File: config.mk
export PLATFORM = sky130hd
export DESIGN_NAME = uart_tx_arbiter_flat
export DESIGN_NICKNAME = d
export VERILOG_FILES = /design/src/rtl/uart_arb_pkg.sv /design/src/rtl/uart_tx_arbiter_if.sv /design/src/rtl/uart_tx_arbiter_rr_pick.sv /design/src/rtl/uart_tx_arbiter.sv /design/src/flat_wrapper.sv
export SDC_FILE = /design/constraint.sdc
export NUM_CORES = 1
export LEC_CHECK = 0
export ABC_CLOCK_PERIOD_IN_PS = 2100
export BUFFER_PORTS_ARGS = -buffer_cell sky130_fd_sc_hd__buf_4
export CAP_MARGIN = 15
export CORE_MARGIN = 8
export CORE_UTILIZATION = 38
export CTS_BUF_LIST = sky130_fd_sc_hd__clkbuf_4 sky130_fd_sc_hd__clkbuf_8
export DETAILED_ROUTE_END_ITERATION = 10
export SKIP_CTS_REPAIR_TIMING = 1
export SLEW_MARGIN = 15
export SYNTH_ARGS = -nofsm -noshare
export SYNTH_HDL_FRONTEND = slang
export SYNTH_SLANG_ARGS = --single-unit
export TNS_END_PERCENT = 10
File: constraint.sdc
create_clock -name CLK -period 2.1 [get_ports CLK]
set_clock_uncertainty 0.15 [all_clocks]
set_input_delay 0.105 -clock CLK [delete_from_list [all_inputs] [get_ports CLK]]
set_output_delay 0.105 -clock CLK [all_outputs]
set_load 0.005 [all_outputs]
File: src/rtl/uart_arb_pkg.sv
// Purpose: shared types and helpers for the UART transmit arbiter.
// Latency: n/a (declarations only).
// Backpressure: n/a.
package uart_arb_pkg;

  typedef logic [7:0] byte_t;

  // Wide enough for up to 8 requesters.
  localparam int GRANT_W = 3;
  typedef logic [GRANT_W-1:0] gid_t;

  // Arbiter state: IDLE picks a grantee, LOCKED streams its packet.
  typedef enum logic {
    IDLE   = 1'b0,
    LOCKED = 1'b1
  } arb_state_t;

  // Newline ends a text line and therefore a packet.
  localparam byte_t EOP_DEFAULT = 8'h0A;

  // Round-robin successor of a grantee index, wrapping to 0 after the last requester.
  function automatic gid_t next_ptr(input gid_t cur, input int n);
    if (int'(cur) >= n - 1) begin
      return '0;
    end
    return cur + gid_t'(1);
  endfunction

endpackage

File: src/rtl/uart_tx_arbiter_if.sv
// Purpose: bundles the requester byte ports and the single UART transmit channel.
// Latency: n/a (wiring only).
// Backpressure: req_ready/out_ready carry the valid-ready handshakes.
interface uart_tx_arbiter_if
  import uart_arb_pkg::*;
#(
  parameter int N_REQ = 2
);

  // Requester side: one valid/ready pair and one byte lane per source.
  logic [N_REQ-1:0]   req_valid;
  logic [8*N_REQ-1:0] req_data;
  logic [N_REQ-1:0]   req_ready;

  // UART side: registered byte stream towards the transmitter.
  logic  out_valid;
  byte_t out_data;
  logic  out_ready;

  // Status.
  gid_t grant_id;
  logic busy;

  // Environment: byte sources plus the UART sink.
  modport master (
    output req_valid, req_data, out_ready,
    input  req_ready, out_valid, out_data, grant_id, busy
  );

  // Arbiter.
  modport slave (
    input  req_valid, req_data, out_ready,
    output req_ready, out_valid, out_data, grant_id, busy
  );

endinterface

File: src/rtl/uart_tx_arbiter_rr_pick.sv
// Purpose: round-robin picker, first set request at or after ptr (modulo N_REQ).
// Latency: combinational.
// Backpressure: none; found=0 when no request is set.
module rr_pick
  import uart_arb_pkg::*;
#(
  parameter int N_REQ = 2
) (
  input  logic [N_REQ-1:0] req,
  input  gid_t             ptr,
  output gid_t             idx,
  output logic             found
);

  // Candidate index before wrap; one extra bit so ptr+k cannot overflow at N_REQ=8.
  logic [GRANT_W:0] cand;

  // Scan candidates ptr, ptr+1, ... and keep the first one that is requesting.
  always_comb begin
    idx   = '0;
    found = 1'b0;
    cand  = '0;
    for (int k = 0; k < N_REQ; k++) begin
      cand = {1'b0, ptr} + (GRANT_W + 1)'(k);
      if (cand >= (GRANT_W + 1)'(N_REQ)) begin
        cand = cand - (GRANT_W + 1)'(N_REQ);
      end
      for (int j = 0; j < N_REQ; j++) begin
        if (!found && (cand == (GRANT_W + 1)'(j)) && req[j]) begin
          found = 1'b1;
          idx   = gid_t'(j);
        end
      end
    end
  end

endmodule

File: src/rtl/uart_tx_arbiter.sv
// Purpose: packet-locked round-robin sharing of one UART transmit channel among N_REQ byte sources.
// Latency: accepted byte appears on out_data one cycle later; at least one dead cycle between grants.
// Backpressure: req_ready only to the grantee and only while the output register can load.
module uart_tx_arbiter
  import uart_arb_pkg::*;
#(
  parameter int    N_REQ        = 2,
  parameter byte_t EOP_BYTE     = EOP_DEFAULT,
  parameter int    MAX_BURST    = 64,
  parameter int    IDLE_TIMEOUT = 16
) (
  input logic         CLK,
  input logic         reset,
  uart_tx_arbiter_if.slave bus
);

  localparam logic [7:0] MAX_B  = 8'(MAX_BURST);
  localparam logic [7:0] IDLE_T = 8'(IDLE_TIMEOUT);

  // Arbitration state.
  arb_state_t state, state_nxt;
  gid_t       grant_q, grant_nxt;
  gid_t       rr_ptr, rr_ptr_nxt;
  logic [7:0] burst_cnt, burst_nxt;
  logic [7:0] idle_cnt, idle_nxt;

  // Output register.
  logic  out_valid_q;
  byte_t out_data_q;

  // Grantee view and handshake terms.
  logic  gnt_valid;
  byte_t gnt_data;
  logic  load_ok;
  logic  xfer;
  logic  is_eop;
  logic  burst_last;
  logic  idle_last;

  // Picker result, only consulted in IDLE.
  gid_t pick_idx;
  logic pick_found;

  rr_pick #(
    .N_REQ (N_REQ)
  ) u_rr_pick (
    .req   (bus.req_valid),
    .ptr   (rr_ptr),
    .idx   (pick_idx),
    .found (pick_found)
  );

  // Select the current grantee's valid and byte lane.
  always_comb begin
    gnt_valid = 1'b0;
    gnt_data  = '0;
    for (int i = 0; i < N_REQ; i++) begin
      if (grant_q == gid_t'(i)) begin
        gnt_valid = bus.req_valid[i];
        gnt_data  = bus.req_data[8*i +: 8];
      end
    end
  end

  // The output register can take a byte when empty or draining this cycle.
  assign load_ok    = !out_valid_q || bus.out_ready;
  assign xfer       = (state == LOCKED) && gnt_valid && load_ok;
  assign is_eop     = (gnt_data == EOP_BYTE);
  assign burst_last = ((burst_cnt + 8'd1) == MAX_B);
  assign idle_last  = ((idle_cnt + 8'd1) == IDLE_T);

  // Ready goes only to the grantee; a stalled output register blocks it too.
  for (genvar g = 0; g < N_REQ; g++) begin : g_ready
    assign bus.req_ready[g] = (state == LOCKED) && (grant_q == gid_t'(g)) && load_ok;
  end

  // Next-state: grant in IDLE, count bytes/idle cycles in LOCKED, release on EOP, cap or timeout.
  always_comb begin
    state_nxt  = state;
    grant_nxt  = grant_q;
    rr_ptr_nxt = rr_ptr;
    burst_nxt  = burst_cnt;
    idle_nxt   = idle_cnt;
    case (state)
      IDLE: begin
        if (pick_found) begin
          state_nxt = LOCKED;
          grant_nxt = pick_idx;
          burst_nxt = '0;
          idle_nxt  = '0;
        end
      end
      LOCKED: begin
        if (xfer) begin
          burst_nxt = burst_cnt + 8'd1;
          idle_nxt  = '0;
          if (is_eop || burst_last) begin
            state_nxt  = IDLE;
            rr_ptr_nxt = next_ptr(grant_q, N_REQ);
          end
        end else if (!gnt_valid) begin
          idle_nxt = idle_cnt + 8'd1;
          if (idle_last) begin
            state_nxt  = IDLE;
            rr_ptr_nxt = next_ptr(grant_q, N_REQ);
          end
        end
        // Grantee valid but output stalled: everything holds.
      end
      default: begin
        state_nxt = IDLE;
      end
    endcase
  end

  // Arbitration registers with synchronous reset.
  always_ff @(posedge CLK) begin
    if (reset) begin
      state     <= IDLE;
      grant_q   <= '0;
      rr_ptr    <= '0;
      burst_cnt <= '0;
      idle_cnt  <= '0;
    end else begin
      state     <= state_nxt;
      grant_q   <= grant_nxt;
      rr_ptr    <= rr_ptr_nxt;
      burst_cnt <= burst_nxt;
      idle_cnt  <= idle_nxt;
    end
  end

  // Output register: load on transfer, clear on drain; reset discards any held byte.
  always_ff @(posedge CLK) begin
    if (reset) begin
      out_valid_q <= 1'b0;
      out_data_q  <= '0;
    end else if (xfer) begin
      out_valid_q <= 1'b1;
      out_data_q  <= gnt_data;
    end else if (out_valid_q && bus.out_ready) begin
      out_valid_q <= 1'b0;
    end
  end

  assign bus.out_valid = out_valid_q;
  assign bus.out_data  = out_data_q;
  assign bus.grant_id  = grant_q;
  assign bus.busy      = (state == LOCKED);

endmodule

File: src/flat_wrapper.sv
// flat-port wrapper written by rule: the top's interface ports become plain ports
module uart_tx_arbiter_flat import uart_arb_pkg::*;
#(
  parameter int    N_REQ        = 2,
  parameter byte_t EOP_BYTE     = EOP_DEFAULT,
  parameter int    MAX_BURST    = 64,
  parameter int    IDLE_TIMEOUT = 16
)
  (CLK, reset, bus_req_valid, bus_req_data, bus_out_ready, bus_req_ready, bus_out_valid, bus_out_data, bus_grant_id, bus_busy);
  uart_tx_arbiter_if #(.N_REQ(N_REQ)) bus_i ();
  input logic CLK;
  input logic reset;
  input wire logic [$bits(bus_i.req_valid)-1:0] bus_req_valid;
  input wire logic [$bits(bus_i.req_data)-1:0] bus_req_data;
  input wire logic [$bits(bus_i.out_ready)-1:0] bus_out_ready;
  output wire logic [$bits(bus_i.req_ready)-1:0] bus_req_ready;
  output wire logic [$bits(bus_i.out_valid)-1:0] bus_out_valid;
  output wire logic [$bits(bus_i.out_data)-1:0] bus_out_data;
  output wire logic [$bits(bus_i.grant_id)-1:0] bus_grant_id;
  output wire logic [$bits(bus_i.busy)-1:0] bus_busy;
  assign bus_i.req_valid = bus_req_valid;
  assign bus_i.req_data = bus_req_data;
  assign bus_i.out_ready = bus_out_ready;
  assign bus_req_ready = bus_i.req_ready;
  assign bus_out_valid = bus_i.out_valid;
  assign bus_out_data = bus_i.out_data;
  assign bus_grant_id = bus_i.grant_id;
  assign bus_busy = bus_i.busy;
  uart_tx_arbiter #(.N_REQ(N_REQ), .EOP_BYTE(EOP_BYTE), .MAX_BURST(MAX_BURST), .IDLE_TIMEOUT(IDLE_TIMEOUT)) u_core (.CLK(CLK), .reset(reset), .bus(bus_i));
endmodule
==> results.md, run 1 <==
- Setup TNS: 0 ns
- Status: complete, but fails checks
- Root Driver: clkbuf_8
- CTS tree: yes
- Most common cell after layout, fill and taps aside: buf_4
- HPWL Detailed: 2.84 mm
- Gpl congestion: 0.784
- Pins Over Slew Limit: 0
- Number of antenna violations at the first check in global routing: 0
- Startpoint Class: register
- Pwr dens: 586 nW/um2
- Kind of end point of the critical path: register
- DP Cell Count: 274
- TritonCTS Buffers: 3
- Iteration-0 DRC Markers: 70
- Max cap viols: 0
- FILL cells: 383
- CP delay by family, top: simple AND/OR/NAND/NOR gates
- Chip Height: 79.7 um
- CP required: 2.13 ns
- Synth Cell Area: 1540 um2
- Top_reg_cell synth: dfxtp_1
- GR Util All Layers: 0.127
- Worst-path clk slew: 0.10 ns
- Arr. time, crit path: 2.12 ns
- # DRC: 0
- Core Box Area: 3940 um2
- Final worst slack: 0.00650 ns
- CTS Buffer Depth: 2
- Area grow syn2layout: 30.1%
- Largest net degree at the start of global routing: 30
- Crit path max fanout: 4
- Hold EP: u_core.bus.busy$_SDFF_PP0_
- Tmin final: 2.09 ns
- Synthesized flop and latch total: 28
- Final hold violations: 1
- Area post-placement: 1880 um2
- DRT Pass-1 Iters: 4
- IO Count: 36
- Post-synth cell types: 39
- Final nets: 254
- RR Endpoint: u_core.rr_ptr[0]$_SDFFE_PP0P_
- Peak VDD IR: 468 uV
- M3 GR Usage: 0.0282
- Worst stage delay on the critical path: 0.51 ns
- Most frequent cells in the layout: 47 x buf_4, 27 x nor2_1, 23 x dfxtp_1
- IO buf count: 33
- LEAKAGE: 0.000811 uW
- Die area: 6350 um2
- Grt met1 use: 0.142
- Final setup vio count: 0
- Worst hold stages: 3
- R2r setup slk: 0.006 ns
- Layout cells sized above 1: 0.284
- DP Worst Slack: -0.0997 ns
- GR peak layer: met2
- EDFF count, synth: 0
- # diodes: 0
- First-pass GRT wire length: 6.58 mm
- GRT met2 Usage: 0.231
- Initial Util: 0.391
- Reg2Reg Depth: 6
- Vias: 1435
- WL/cell: 13.8 um
- Vias per inst: 5.14
- Filler-free cell count of the finished design: 279
- Sequential cell area fraction in the yosys report: 0.364
- Mapped Avg Cell Area: 8.06 um2
- Levels on crit path: 6
- Die W: 79.7 um
- Unrepaired setup endpoints after global routing: yes
- # rows: 23
- CP Buf/Inv Count: 0
- Hold Path Class: input pin to register
- Clock insertion delay at the later pin of the skew report: 0.28 ns
- Worst hold path startpoint: bus_req_valid[1]
- Synth warnings: 0
- GRT overflow: 0
- DRT Wirelength: 3.84 mm
- Post-route ant nets: 0
- Vias in the first global route: 1458
- H-tree levels: 1
- Critical-path top delay cell: or4_4
- Crit-path cells: mux2i_4, and2_4, nand2_2, or4_4, o211ai_2, mux2_4
- Final period util: 0.997
- Failing checks: negative hold slack
- Fraction of registers with async set/reset: 0
- Fmax: 0.478 GHz
- Hold WS: -0.00903 ns
- CTS Sinks: 28
- Post-Layout Inst Area: 2000 um2
- Setup CP Type: register to register
- Crit path from: u_core.bus.grant_id[0]$_SDFFE_PP0P_
- Mapped Cells: 191
- Worst r2r src: u_core.bus.grant_id[0]$_SDFFE_PP0P_
cell families after synthesis:
group	after synthesis	synth area share
adders and majority gates	3	0.0244
muxes	10	0.0739
buffers and inverters	16	0.0512
DFF	28	0.364
other	1	0.00243
AOI/OAI and AO/OA	48	0.194
xor gates and xnor gates	4	0.0227
and+or+nand+nor	81	0.267
worst reg2reg max path, cell delays in order (launching register included):
cell      delay (ns)
dfxtp_2         0.37
mux2i_4         0.26
and2_4          0.17
nand2_2         0.04
or4_4           0.51
o211ai_2        0.19
mux2_4          0.31
layer usage:
layer	part of all wire	wire, um
met1	0.45	1730
met2	0.52	1980
met3	0.021	81
met4	0.012	45
met5	0	0
metrics by stage:
stage | power [uW] | utilization
after floorplan | 674 | -
after global placement | 764 | 0.477
after detailed placement | 764 | 0.477
after CTS | 1190 | 0.495
after global routing | 1230 | 0.508
final | 1170 | 0.508
power breakdown:
part	internal, uW	leakage, uW	switching (uW)
Sequential	549	0.000231	14.5
Combinational	94.8	0.000545	93.2
Clock	255	0.0000357	167
flip-flops by register name, indices dropped and copies added, names as in the netlist:
register / flops
u_core.burst_cnt: 8
u_core.bus.out_data: 8
u_core.idle_cnt: 8
u_core.bus.busy: 1
u_core.bus.grant_id: 1
u_core.bus.out_valid: 1
u_core.rr_ptr: 1
worst max path at each step:
stage                               endpoint  slack [ns]
6_report       u_core.rr_ptr[0]$_SDFFE_PP0P_       0.006
5_1_grt        u_core.rr_ptr[0]$_SDFFE_PP0P_       -0.06
4_1_cts        u_core.rr_ptr[0]$_SDFFE_PP0P_       -0.12
3_5_place_dp   u_core.rr_ptr[0]$_SDFFE_PP0P_        -0.1
3_3_place_gp   u_core.rr_ptr[0]$_SDFFE_PP0P_       -0.05
2_1_floorplan  u_core.rr_ptr[0]$_SDFFE_PP0P_       -0.09
cell usage after synthesis, types with 3 or more instances:
cell | number | area, um2
nor3b_1 | 6 | 45.0
o21ai_0 | 16 | 80.1
clkbuf_1 | 10 | 37.5
nand3b_1 | 3 | 22.5
nor2b_1 | 3 | 18.8
ha_1 | 3 | 37.5
a21oi_1 | 12 | 60.1
nor2_1 | 27 | 101
a211oi_1 | 8 | 60.1
nor3_1 | 6 | 30.0
nand3_1 | 8 | 40.0
mux2i_1 | 8 | 80.1
nand2_1 | 12 | 45.0
and3_1 | 6 | 37.5
dfxtp_1 | 28 | 561
buf_4 | 3 | 22.5
final cells by class:
class	count	area, um2	area share
Tap cell	50	62.6	0.0312
Inverter	2	7.51	0.00375
Clock inverter	1	30.0	0.0150
Clock buffer	3	41.3	0.0206
Timing Repair Buffer	47	353	0.176
Multi-Input combinational cell	148	940	0.469
Sequential cell	28	569	0.284
(Power assumes the default switching activity.)
==> run 2: changes to the inputs <==
- PLACE_DENSITY: not set -> 0.62
- RECOVER_POWER: not set -> 100
==> run 2 against run 1 <==
Against the previous run: the run ends with negative setup slack left; critical path type unchanged; routed wire length rose by 1.2%; total power fell by 11%; non-clock buffer count rose by 1; largest power group unchanged; first-iteration DRC count fell by 2.9%; sequential share of layout area rose by 0.052 points.
==> results.md, run 2 (synthesized netlist as in run 1, its figures left out) <==
- Final period util: 1.01 (was 0.997)
- Tmin final: 2.12 ns (was 2.09 ns)
- Clock Power Share: 0.282 (was 0.360)
- Area grow syn2layout: 28.7% (was 30.1%)
- Filler-free cell count of the finished design: 279 (unchanged)
- Arr. time, crit path: 2.14 ns (was 2.12 ns)
- Crit path max fanout: 3 (was 4)
- # rows: 23 (unchanged)
- Iteration-0 DRC Markers: 68 (was 70)
- Largest net degree at the start of global routing: 30 (unchanged)
- First-pass GRT wire length: 6.32 mm (was 6.58 mm)
- Worst stage delay on the critical path: 0.52 ns (was 0.51 ns)
- Initial Util: 0.391 (unchanged)
- Worst-path clk slew: 0.09 ns (was 0.10 ns)
- Sequential share of power: 0.538 (was 0.480)
- Storage cell area: 564 um2 (was 569 um2)
- IO buf count: 33 (unchanged)
- Hold WS: 0.000837 ns (was -0.00903 ns)
- DRT Pass-1 Iters: 4 (unchanged)
- Status: complete, but fails checks (unchanged)
- GRT overflow: 0 (unchanged)
- Root Driver: clkbuf_8 (unchanged)
- Post-route ant nets: 0 (unchanged)
- CP required: 2.12 ns (was 2.13 ns)
- Final setup vio count: 1 (was 0)
- Met2 wire len: 1.95 mm (was 1.98 mm)
- Fmax: 0.471 GHz (was 0.478 GHz)
- CTS Sinks: 28 (unchanged)
- Final worst slack: -0.0239 ns (was 0.00650 ns)
- Failing checks: negative setup slack (was negative hold slack)
- Clock insertion delay at the later pin of the skew report: 0.28 ns (about the same)
- Kind of end point of the critical path: register (unchanged)
- Most frequent cells in the layout: 39 x buf_4, 27 x nor2_1, 25 x dfxtp_1 (was 47 x buf_4, 27 x nor2_1, 23 x dfxtp_1)
- Setup CP Type: register to register (unchanged)
- DRT Wirelength: 3.88 mm (was 3.84 mm)
- Max layer used: met4 (unchanged)
- HPWL Detailed: 2.84 mm (about the same)
- Final nets: 255 (was 254)
- Startpoint Class: register (unchanged)
- H-tree levels: 1 (unchanged)
- Gpl congestion: 0.810 (was 0.784)
- Worst Max-Slew Pin Slew: 0.505 ns
- Vias per inst: 5.27 (was 5.14)
- DP Cell Count: 276 (was 274)
- Slew HR: 0.660
- Combinational power share: 0.180 (was 0.160)
- Max cap viols: 0 (unchanged)
- IO Count: 36 (unchanged)
- GR Util All Layers: 0.123 (was 0.127)
- CTS tree: yes (unchanged)
- Multi-input logic area: 953 um2 (was 940 um2)
- Number of antenna violations at the first check in global routing: 0 (unchanged)
- Crit-path cells: mux2i_4, and2_4, nand2_2, or4_4, o211ai_4, mux2_4 (was mux2i_4, and2_4, nand2_2, or4_4, o211ai_2, mux2_4)
- Unrepaired setup endpoints after global routing: yes (unchanged)
- Core Box Area: 3940 um2 (unchanged)
- Die W: 79.7 um (unchanged)
- Switch share: 0.263 (was 0.234)
- Die area: 6350 um2 (unchanged)
- Metal-1 WL: 1.80 mm (was 1.73 mm)
- WL met3: 101 um (was 81 um)
- Layout cells sized above 1: 0.271 (was 0.284)
- LEAKAGE: 0.000782 uW (was 0.000811 uW)
- Critical-path top delay cell: or4_4 (unchanged)
- WL/cell: 13.9 um (was 13.8 um)
- Peak VDD IR: 369 uV (was 468 uV)
- Pwr dens: 528 nW/um2 (was 586 nW/um2)
- # diodes: 0 (unchanged)
- Vias: 1471 (was 1435)
- Vias in the first global route: 1363 (was 1458)
- CTS Buffer Depth: 2 (unchanged)
- NetSw: 275 uW (about the same)
- Chip Height: 79.7 um (unchanged)
- FILL cells: 378 (was 383)
- Most common cell after layout, fill and taps aside: buf_4 (unchanged)
- TritonCTS Buffers: 3 (unchanged)
- Hold Path Class: input pin to register (unchanged)
- Pins Over Slew Limit: 0 (unchanged)
- Internal cell power: 771 uW (was 899 uW)
- # DRC: 0 (unchanged)
- Final hold violations: 0 (was 1)
==> run 2: cell count changes in the layout (fill, tap and decap cells not counted), sizes merged <==
cell / delta
buf: -8
bufinv: -1
clkbuf: +9
==> run 2: worst paths after layout <==
path	cells after the start	start	end	slack [ns]
max	6	u_core.bus.grant_id[0]$_SDFFE_PP0P_	u_core.rr_ptr[0]$_SDFFE_PP0P_	-0.02
min	3	bus_req_valid[1]	u_core.bus.grant_id[0]$_SDFFE_PP0P_	0.0008
max reg2reg	6	u_core.bus.grant_id[0]$_SDFFE_PP0P_	u_core.rr_ptr[0]$_SDFFE_PP0P_	-0.02
min reg2reg	1	u_core.burst_cnt[7]$_SDFFE_PP0P_	u_core.burst_cnt[7]$_SDFFE_PP0P_	0.34
==> run 2: per-layer routing <==
layer	track usage	vias up
met5	0	-
met4	0.0333	0
met3	0.0315	2
met2	0.200	17
met1	0.154	691
li1	-	761
==> run 2: metrics by stage <==
stage	cell area [um2]	power, uW	TNS [ns]	utilization	worst slack, ns
floorplan	1550	674	-0.0903	-	-0.0903
global placement	1900	764	-0.00957	0.481	-0.00957
detailed placement	1900	765	-0.0527	0.481	-0.0527
CTS	1940	1060	-0.0669	0.492	-0.0669
global route	1980	1110	-0.0732	0.503	-0.0732
finish	1980	1050	-0.0239	0.503	-0.0239
==> run 2: critical path, delay by kind of cell, from the launching register on <==
family | cells | cell delay, ns
simple gates | 3 | 0.75
mux | 2 | 0.57
compound gates | 1 | 0.19
flops | 1 | 0.37
==> run 2: cell type report <==
class / instances / area share
tap: 50 / 0.0316
sequential: 28 / 0.285
inverter: 2 / 0.00379
multi-input combinational: 148 / 0.481
timing repair buffer: 48 / 0.178
clock buffer: 3 / 0.0208
==> run 2: power groups by stage <==
stage	sequential (uW)	clock, uW	combinational, uW
final	563	295	189
after global routing	566	330	210
after CTS	562	311	191
after floorplan	574	0	99.5
after global placement	574	0	189
after detailed placement	574	0	191
